**src/rtl/button_pkg.sv**
```systemverilog
// Shared constants for the push-button conditioning logic.
package button_pkg;

    localparam int CLK_HZ              = 50000000;
    localparam int DEBOUNCE_MS         = 10;
    localparam int DEF_DEBOUNCE_CYCLES = (CLK_HZ / 1000) * DEBOUNCE_MS;

endpackage

```
**src/rtl/debounce_bit.sv**
```systemverilog
// Single-channel debouncer: two-flop synchroniser, stability counter,
// accepted-level flop and registered press/release pulses.
module debounce_bit #(
    parameter int DEBOUNCE_CYCLES = 4,
    parameter int CNT_W           = $clog2(DEBOUNCE_CYCLES) + 1
) (
    input  logic clk,
    input  logic reset_n,
    input  logic pressed_raw_i,
    output logic level_o,
    output logic press_o,
    output logic release_o
);

    localparam logic [CNT_W-1:0] CNT_LAST = CNT_W'(DEBOUNCE_CYCLES - 1);
    localparam logic [CNT_W-1:0] CNT_ONE  = CNT_W'(1);

    logic             sync0_q;
    logic             sync1_q;
    logic             stable_q;
    logic             stable_d;
    logic [CNT_W-1:0] cnt_q;
    logic [CNT_W-1:0] cnt_d;
    logic             press_q;
    logic             press_d;
    logic             release_q;
    logic             release_d;

    // Bring the asynchronous pin into the clk domain; 0 is the not-pressed level.
    always_ff @(posedge clk or negedge reset_n) begin
        if (!reset_n) begin
            sync0_q <= 1'b0;
            sync1_q <= 1'b0;
        end else begin
            sync0_q <= pressed_raw_i;
            sync1_q <= sync0_q;
        end
    end

    // Count consecutive mismatching cycles; accept the new level only after a full run, restart on any reversal.
    always_comb begin
        cnt_d     = cnt_q;
        stable_d  = stable_q;
        press_d   = 1'b0;
        release_d = 1'b0;
        if (sync1_q == stable_q) begin
            cnt_d = '0;
        end else if (cnt_q == CNT_LAST) begin
            cnt_d     = '0;
            stable_d  = sync1_q;
            press_d   = sync1_q;
            release_d = ~sync1_q;
        end else begin
            cnt_d = cnt_q + CNT_ONE;
        end
    end

    // Register the counter, accepted level and the edge pulses so they change on the same edge.
    always_ff @(posedge clk or negedge reset_n) begin
        if (!reset_n) begin
            cnt_q     <= '0;
            stable_q  <= 1'b0;
            press_q   <= 1'b0;
            release_q <= 1'b0;
        end else begin
            cnt_q     <= cnt_d;
            stable_q  <= stable_d;
            press_q   <= press_d;
            release_q <= release_d;
        end
    end

    assign level_o   = stable_q;
    assign press_o   = press_q;
    assign release_o = release_q;

endmodule

```
**src/rtl/button_debounce.sv**
```systemverilog
// Conditions WIDTH raw push-button pins into clean active-high levels plus
// one-cycle press/release pulses; channels are fully independent.
module button_debounce
    import button_pkg::*;
#(
    parameter int WIDTH           = 5,
    parameter int DEBOUNCE_CYCLES = DEF_DEBOUNCE_CYCLES,
    parameter int ACTIVE_LOW      = 1
) (
    input  logic             clk,
    input  logic             reset_n,
    input  logic [WIDTH-1:0] btn_raw,
    output logic [WIDTH-1:0] btn_level,
    output logic [WIDTH-1:0] btn_press,
    output logic [WIDTH-1:0] btn_release
);

    localparam int CNT_W = $clog2(DEBOUNCE_CYCLES) + 1;

    localparam logic [WIDTH-1:0] POL_MASK = (ACTIVE_LOW != 0) ? {WIDTH{1'b1}} : {WIDTH{1'b0}};

    logic [WIDTH-1:0] pressedRaw;

    assign pressedRaw = btn_raw ^ POL_MASK;

    for (genvar i = 0; i < WIDTH; i++) begin : g_chan
        debounce_bit #(
            .DEBOUNCE_CYCLES(DEBOUNCE_CYCLES),
            .CNT_W          (CNT_W)
        ) u_bit (
            .clk          (clk),
            .reset_n      (reset_n),
            .pressed_raw_i(pressedRaw[i]),
            .level_o      (btn_level[i]),
            .press_o      (btn_press[i]),
            .release_o    (btn_release[i])
        );
    end

endmodule

```
**config.mk**
```make
export PLATFORM = sky130hd
export DESIGN_NAME = button_debounce
export DESIGN_NICKNAME = d
export VERILOG_FILES = /design/src/rtl/button_pkg.sv /design/src/rtl/debounce_bit.sv /design/src/rtl/button_debounce.sv
export SDC_FILE = /design/constraint.sdc
export NUM_CORES = 1
export LEC_CHECK = 0
export BUFFER_PORTS_ARGS = -buffer_cell sky130_fd_sc_hd__buf_4
export CAP_MARGIN = 20
export CORE_MARGIN = 2
export CORE_UTILIZATION = 53
export CTS_BUF_LIST = sky130_fd_sc_hd__clkbuf_2
export DETAILED_ROUTE_END_ITERATION = 10
export HOLD_SLACK_MARGIN = 0.12
export PLACE_DENSITY = 0.7
export RECOVER_POWER = 50
export SKIP_CTS_REPAIR_TIMING = 1
export SYNTH_ARGS = -nofsm -noshare
export SYNTH_HDL_FRONTEND = slang
export SYNTH_HIERARCHICAL = 1
export SYNTH_SLANG_ARGS = --single-unit
```
**constraint.sdc**
```tcl
create_clock -name clk -period 2.3 [get_ports clk]
set_clock_uncertainty 0.2 [all_clocks]
set_input_delay 0.115 -clock clk [delete_from_list [all_inputs] [get_ports clk]]
set_output_delay 0.115 -clock clk [all_outputs]
set_load 0.05 [all_outputs]
```
==> flow_summary.toml, run 1 <==
[run_status]
status = "completed"

[worst_hold_path]
hold_path_depth = 0
min_path_type = "reg -> reg"

[synth]
synth_top_area_cell = "dfrtp_1"
synthDistinctLibCells = 29
syn_nets = 592
syn-cell-area_um2 = 6110
synth.area.top_cells = "dfrtp_1, xnor2_1, nor2_1, xor2_1, nand4_4"
ys_ff_latch = 125
yosys_warnings = 6
synth.top_cell.area_share = 0.512
syn_avg_cell_area_um2 = 10.5
syn-instance-count = 580
ys_seq_area_frac = 0.512

[setup_path]
timing.reg2reg.setup_slack_ns = 0.18
rr_worst_depth = 5
critical_path_class = "reg -> reg"
cp.required_ns = 2.69
cp.arrival_ns = 2.51
critPathTopFamily = "simple AND/OR/NAND/NOR gates"
path_cells = "ha_1, nand4_4, nor4_2, nand3_1, mux2_1"
path_depth = 5
cp_slowest_cell = "dfrtp_1"
timing.critical_path.buf_inv = 0
critPathMaxStageDelay_ns = 0.45
worst_setup_path_end_kind = "flop"
worstSetupStartpointType = "flop"
crit_path_max_fanout = 8

[power_and_ir_drop]
power.density_nw_per_um2 = 580
switchingPower_uw = 963
power_frac_seq = 0.573
power_uw = 3950
vdd_drop_max_mv = 0.412
internal-power_uw = 2990
power_frac_clock = 0.389
leakage_uw = 0.00284
sw_frac_of_total = 0.244
power_frac_comb = 0.037

[clocking]
cts_sinks = 125
path_clk_slew_ns = 0.19
clk_path_buf_depth = 2
ctsRootBufferMaster = "clkbuf_2"
clk_latency_ns = 0.69
cts_tree = "yes"
ctsHtreeMaxLevel = 4
cts_buffers = 17

[layout]
fin_nets = 635
stdcell_area_um2 = 6820
drive_gt1_frac = 0.132
multi_input_area_um2 = 2830
final-seq-area_um2 = 3130
layout-area-overhead-vs-synth_pct = 11.6
final_cell_mix = "dfrtp_1, nor2_1, xnor2_1"
n_fill_cell = 942
final_common_cell = "dfrtp_1"

[drt]
antenna_left = 0
vias = 4381
first_iter_violations = 230
drc = 0
dr.pass1.iters = 4
drt-vias-per-instance = 5.62
wirelength_mm = 11.2
wl_per_cell_um = 14.3

[die]
die_x_um = 111
dieArea_um2 = 12400
coreArea_um2 = 11300
start_util = 0.540
row_count = 39
ioPinCount = 22
chipHeight_um = 111

[sta]
timing.final.crit_period_ns = 2.12
final.setup.tns_ns = 0
min_period_over_period = 0.922
finalSetupViolCount = 0
max_freq_ghz = 0.472
relSlewSlack = 0.294
final-max-slew-violation-count = 0
finalHoldViolCount = 0
tightest_slew_ns = 1.06
rsz0062_at_grt = "no"

[global_route]
grt_pass1_wl_mm = 19.6
grt_pass1_vias = 4202
grt_max_degree = 47
antenna_found_initial = 1
grt_overflow = 0
grt_usage = 0.192

[job]
cap_violations = 0

[placed_design]
place_congestion = 0.841
portBuffers = 21
dp_hpwl_mm = 7.36
dpl_cell_area_um2 = 6400
[sequential cells by signal (all words and copies together) (netlist names)]
signal                  flops
g_chan.u_bit/cnt_q        100
g_chan.u_bit/level_o        5
g_chan.u_bit/press_o        5
g_chan.u_bit/release_o      5
g_chan.u_bit/sync0_q        5
g_chan.u_bit/sync1_q        5
[logic make-up after synthesis]
logic type	after synthesis	synth area share
xor gates and xnor gates	75	0.107
muxes	5	0.00921
AOI/OAI and AO/OA	45	0.0491
buffers and inverters	40	0.0328
DFF	125	0.512
adders and majority gates	5	0.0102
and+or+nand+nor	285	0.279
[path summary, 6_finish.rpt]
| path | from | endpoint |
|---|---|---|
| worst max register to register | g_chan[4].u_bit/cnt_q[0]$_DFF_PN0_ | g_chan[4].u_bit/level_o$_DFFE_PN0P_ |
| worst min register to register | g_chan[2].u_bit/sync0_q$_DFF_PN0_ | g_chan[2].u_bit/sync1_q$_DFF_PN0_ |
| worst max-delay path | g_chan[4].u_bit/cnt_q[0]$_DFF_PN0_ | g_chan[4].u_bit/level_o$_DFFE_PN0P_ |
| max in group asynchronous | reset_n | g_chan[2].u_bit/cnt_q[9]$_DFF_PN0_ |
| min in group asynchronous | reset_n | g_chan[4].u_bit/cnt_q[0]$_DFF_PN0_ |
| worst min-delay path | g_chan[2].u_bit/sync0_q$_DFF_PN0_ | g_chan[2].u_bit/sync1_q$_DFF_PN0_ |
[layout make-up]
type	count	area share
diodes	1	0.000367
clock inverters	15	0.0286
clock buffers	17	0.0125
well taps	143	0.0262
flip-flops and latches	125	0.459
multi-input cells	415	0.414
repair buffers	39	0.0457
inverters	25	0.0138
[metrics by stage]
| stage | cells | setup slack (ns) | utilization | hold slack (ns) |
|---|---|---|---|---|
| 5_1_grt | 780 | 0.0185 | 0.603 | 0.186 |
| 3_3_place_gp | 734 | 0.239 | 0.566 | -0.0311 |
| 2_1_floorplan | 580 | 0.371 | - | -0.381 |
| 4_1_cts | 766 | 0.154 | 0.591 | -0.829 |
| 3_5_place_dp | 734 | 0.169 | 0.566 | -0.0268 |
| 6_report | 780 | 0.180 | 0.603 | 0.164 |
[synthesized netlist by cell type]
cell type / count
o31ai_1: 15
nand4_1: 25
or2_4: 5
nor4_1: 15
inv_1: 25
nor3_1: 10
o41ai_1: 5
and3_1: 5
nor4bb_1: 5
nor2_1: 95
a31o_2: 5
and4_1: 5
or3b_1: 5
nor4_2: 5
or3_1: 5
mux2_1: 5
xnor2_1: 50
dfrtp_1: 125
xor2_1: 25
nand4_4: 10
nand3_1: 40
nand2_1: 20
nor3b_1: 10
or4_1: 20
buf_2: 10
buf_6: 5
nand2b_1: 5
ha_1: 5
a21oi_1: 20
[metal layers]
| layer | wire length (um) | global-route usage | part of all wire | vias up |
|---|---|---|---|---|
| met5 | 0 | 0 | 0 | - |
| li1 | - | - | - | 2167 |
| met4 | 130 | 0.0741 | 0.012 | 0 |
| met3 | 377 | 0.0501 | 0.034 | 10 |
| met2 | 5260 | 0.293 | 0.47 | 74 |
| met1 | 5420 | 0.267 | 0.48 | 2130 |
[worst reg2reg max path, stage by stage, from the launching register on]
cell and delay, ns:
dfrtp_1 0.45, ha_1 0.27, nand4_4 0.20, nor4_2 0.35, nand3_1 0.20, mux2_1 0.36
[power groups by stage]
stage	Combinational (uW)	Sequential, uW	Clock (uW)
after global routing	174	2270	1690
after CTS	143	2270	1590
after global placement	137	2300	0
after detailed placement	142	2310	0
after floorplan	77.9	2300	0
final	148	2270	1540
(Power assumes the default switching activity.)
==> run 2: changes to the inputs <==
--- a/config.mk
+++ b/config.mk
@@ -7,7 +7,7 @@
 export LEC_CHECK = 0
 export BUFFER_PORTS_ARGS = -buffer_cell sky130_fd_sc_hd__buf_4
 export CAP_MARGIN = 20
-export CORE_MARGIN = 2
+export CORE_MARGIN = 4
 export CORE_UTILIZATION = 53
 export CTS_BUF_LIST = sky130_fd_sc_hd__clkbuf_2
 export DETAILED_ROUTE_END_ITERATION = 10
==> run 2 against run 1 <==
Global-route usage shrank 0.14 points. Total power shrank 0.81%. Cell count shrank 0.77%. Critical path type unchanged. Register-to-register slack is essentially flat. Largest cell class unchanged.
==> flow_summary.toml, run 2 (synthesis results as in run 1) <==
[run_status]
status = "completed"

[layout]
finalNonFillerCells = 774
drive_gt1_frac = 0.132
final_common_cell = "dfrtp_1"
largest_reg_flops = 100
final_cell_mix = "dfrtp_1, nor2_1, xnor2_1"
fin_nets = 633
top_register = "g_chan.u_bit/cnt_q"
antenna_cells = 0
layout-area-overhead-vs-synth_pct = 11.7

[drt]
first_iter_violations = 280
antenna_left = 0
dr.pass1.iters = 4
wirelength_mm = 11.5
wl_per_cell_um = 14.8
drt-vias-per-instance = 5.69
drc = 0
vias = 4405

[placed_design]
place_inst = 729
dp_hpwl_mm = 7.63
place_congestion = 0.835
portBuffers = 21

[sta]
timing.final.crit_period_ns = 2.12
final.setup.tns_ns = 0
min_period_over_period = 0.922
max_freq_ghz = 0.471
relSlewSlack = 0.262
finalSetupViolCount = 0
rsz0062_at_grt = "no"
final-max-slew-violation-count = 0
finalHoldViolCount = 0
tightest_slew_ns = 1.11

[power_and_ir_drop]
power.density_nw_per_um2 = 574
vdd_drop_max_mv = 0.612
leakage_uw = 0.00286

[setup_path]
cp.arrival_ns = 2.50
cp.required_ns = 2.68
worst_setup_path_end_kind = "flop"
timing.critical_path.buf_inv = 0
worstSetupStartpointType = "flop"
critical_path_class = "reg -> reg"
path_cells = "ha_1, nand4_4, nor4_1, a31o_2, nor2_1"
critPathMaxStageDelay_ns = 0.45
cp_slowest_cell = "dfrtp_1"
critPathTopFamily = "simple AND/OR/NAND/NOR gates"
crit_path_max_fanout = 18

[die]
start_util = 0.552
ioPinCount = 22
chipHeight_um = 115
die_x_um = 115
dieArea_um2 = 13300
row_count = 38
coreArea_um2 = 11100

[global_route]
antenna_found_initial = 0
grt_pass1_vias = 4306
grt_max_degree = 45
grt_usage = 0.191
grt_pass1_wl_mm = 20.2
grt_overflow = 0

[worst_hold_path]
min_path_type = "reg -> reg"

[clocking]
clk_path_buf_depth = 2
clk_latency_ns = 0.71
ctsHtreeMaxLevel = 4
path_clk_slew_ns = 0.20
cts_sinks = 125
cts_tree = "yes"
cts_buffers = 17
ctsRootBufferMaster = "clkbuf_2"

[job]
cap_violations = 0
==> run 2: worst register-to-register path, cell delays in order (launching register included) <==
cell and delay [ns]:
dfrtp_1 0.45, ha_1 0.27, nand4_4 0.19, nor4_1 0.36, a31o_2 0.45, nor2_1 0.09
==> run 2: path summary, 6_finish.rpt <==
path                                                         start                                   to  slack (ns)  depth (start not counted)
max in group asynchronous                                  reset_n   g_chan[2].u_bit/cnt_q[3]$_DFF_PN0_        0.53                          5
min in group asynchronous                                  reset_n  g_chan[3].u_bit/cnt_q[17]$_DFF_PN0_        0.56                          4
worst max-delay path            g_chan[2].u_bit/cnt_q[0]$_DFF_PN0_  g_chan[2].u_bit/cnt_q[13]$_DFF_PN0_        0.18                          5
worst min register to register   g_chan[1].u_bit/sync0_q$_DFF_PN0_    g_chan[1].u_bit/sync1_q$_DFF_PN0_        0.16                          0
worst max register to register  g_chan[2].u_bit/cnt_q[0]$_DFF_PN0_  g_chan[2].u_bit/cnt_q[13]$_DFF_PN0_        0.18                          5
worst min-delay path             g_chan[1].u_bit/sync0_q$_DFF_PN0_    g_chan[1].u_bit/sync1_q$_DFF_PN0_        0.16                          0
==> run 2: layout make-up <==
type | instances | area [um^2]
Sequential cell | 125 | 3130
Tap cell | 140 | 175
Timing Repair Buffer | 37 | 330
Inverter | 25 | 93.8
Fill cell | 931 | 4250
Clock inverter | 15 | 185
Multi-Input combinational cell | 415 | 2830
Clock buffer | 17 | 85.1
==> run 2: where the power goes <==
part           internal, uW  leakage, uW  switching [uW]
Clock                   623     0.000157             878
Combinational          57.4     0.000987            96.6
Sequential             2230      0.00171            36.1
==> run 2: metal layers <==
metal / up-vias / share of wire / wire length, um / GRT usage
met4: 0 / 0.012 / 140 / 0.0618
met1: 2181 / 0.48 / 5540 / 0.265
met5: - / 0 / 0 / 0
met3: 13 / 0.035 / 398 / 0.0642
li1: 2155 / - / - / -
met2: 56 / 0.47 / 5380 / 0.284
==> run 2: through the flow <==
stage	instance area, um^2	power, uW	worst slack [ns]	utilization	hold WS [ns]
CTS	6660	3960	0.0564	0.601	-0.870
detailed placement	6390	2450	0.0915	0.576	-0.0501
finish	6830	3920	0.179	0.616	0.162
global route	6830	4130	0.00551	0.616	0.189
floorplan	6110	2380	0.371	-	-0.381
global placement	6390	2440	0.236	0.576	-0.0574
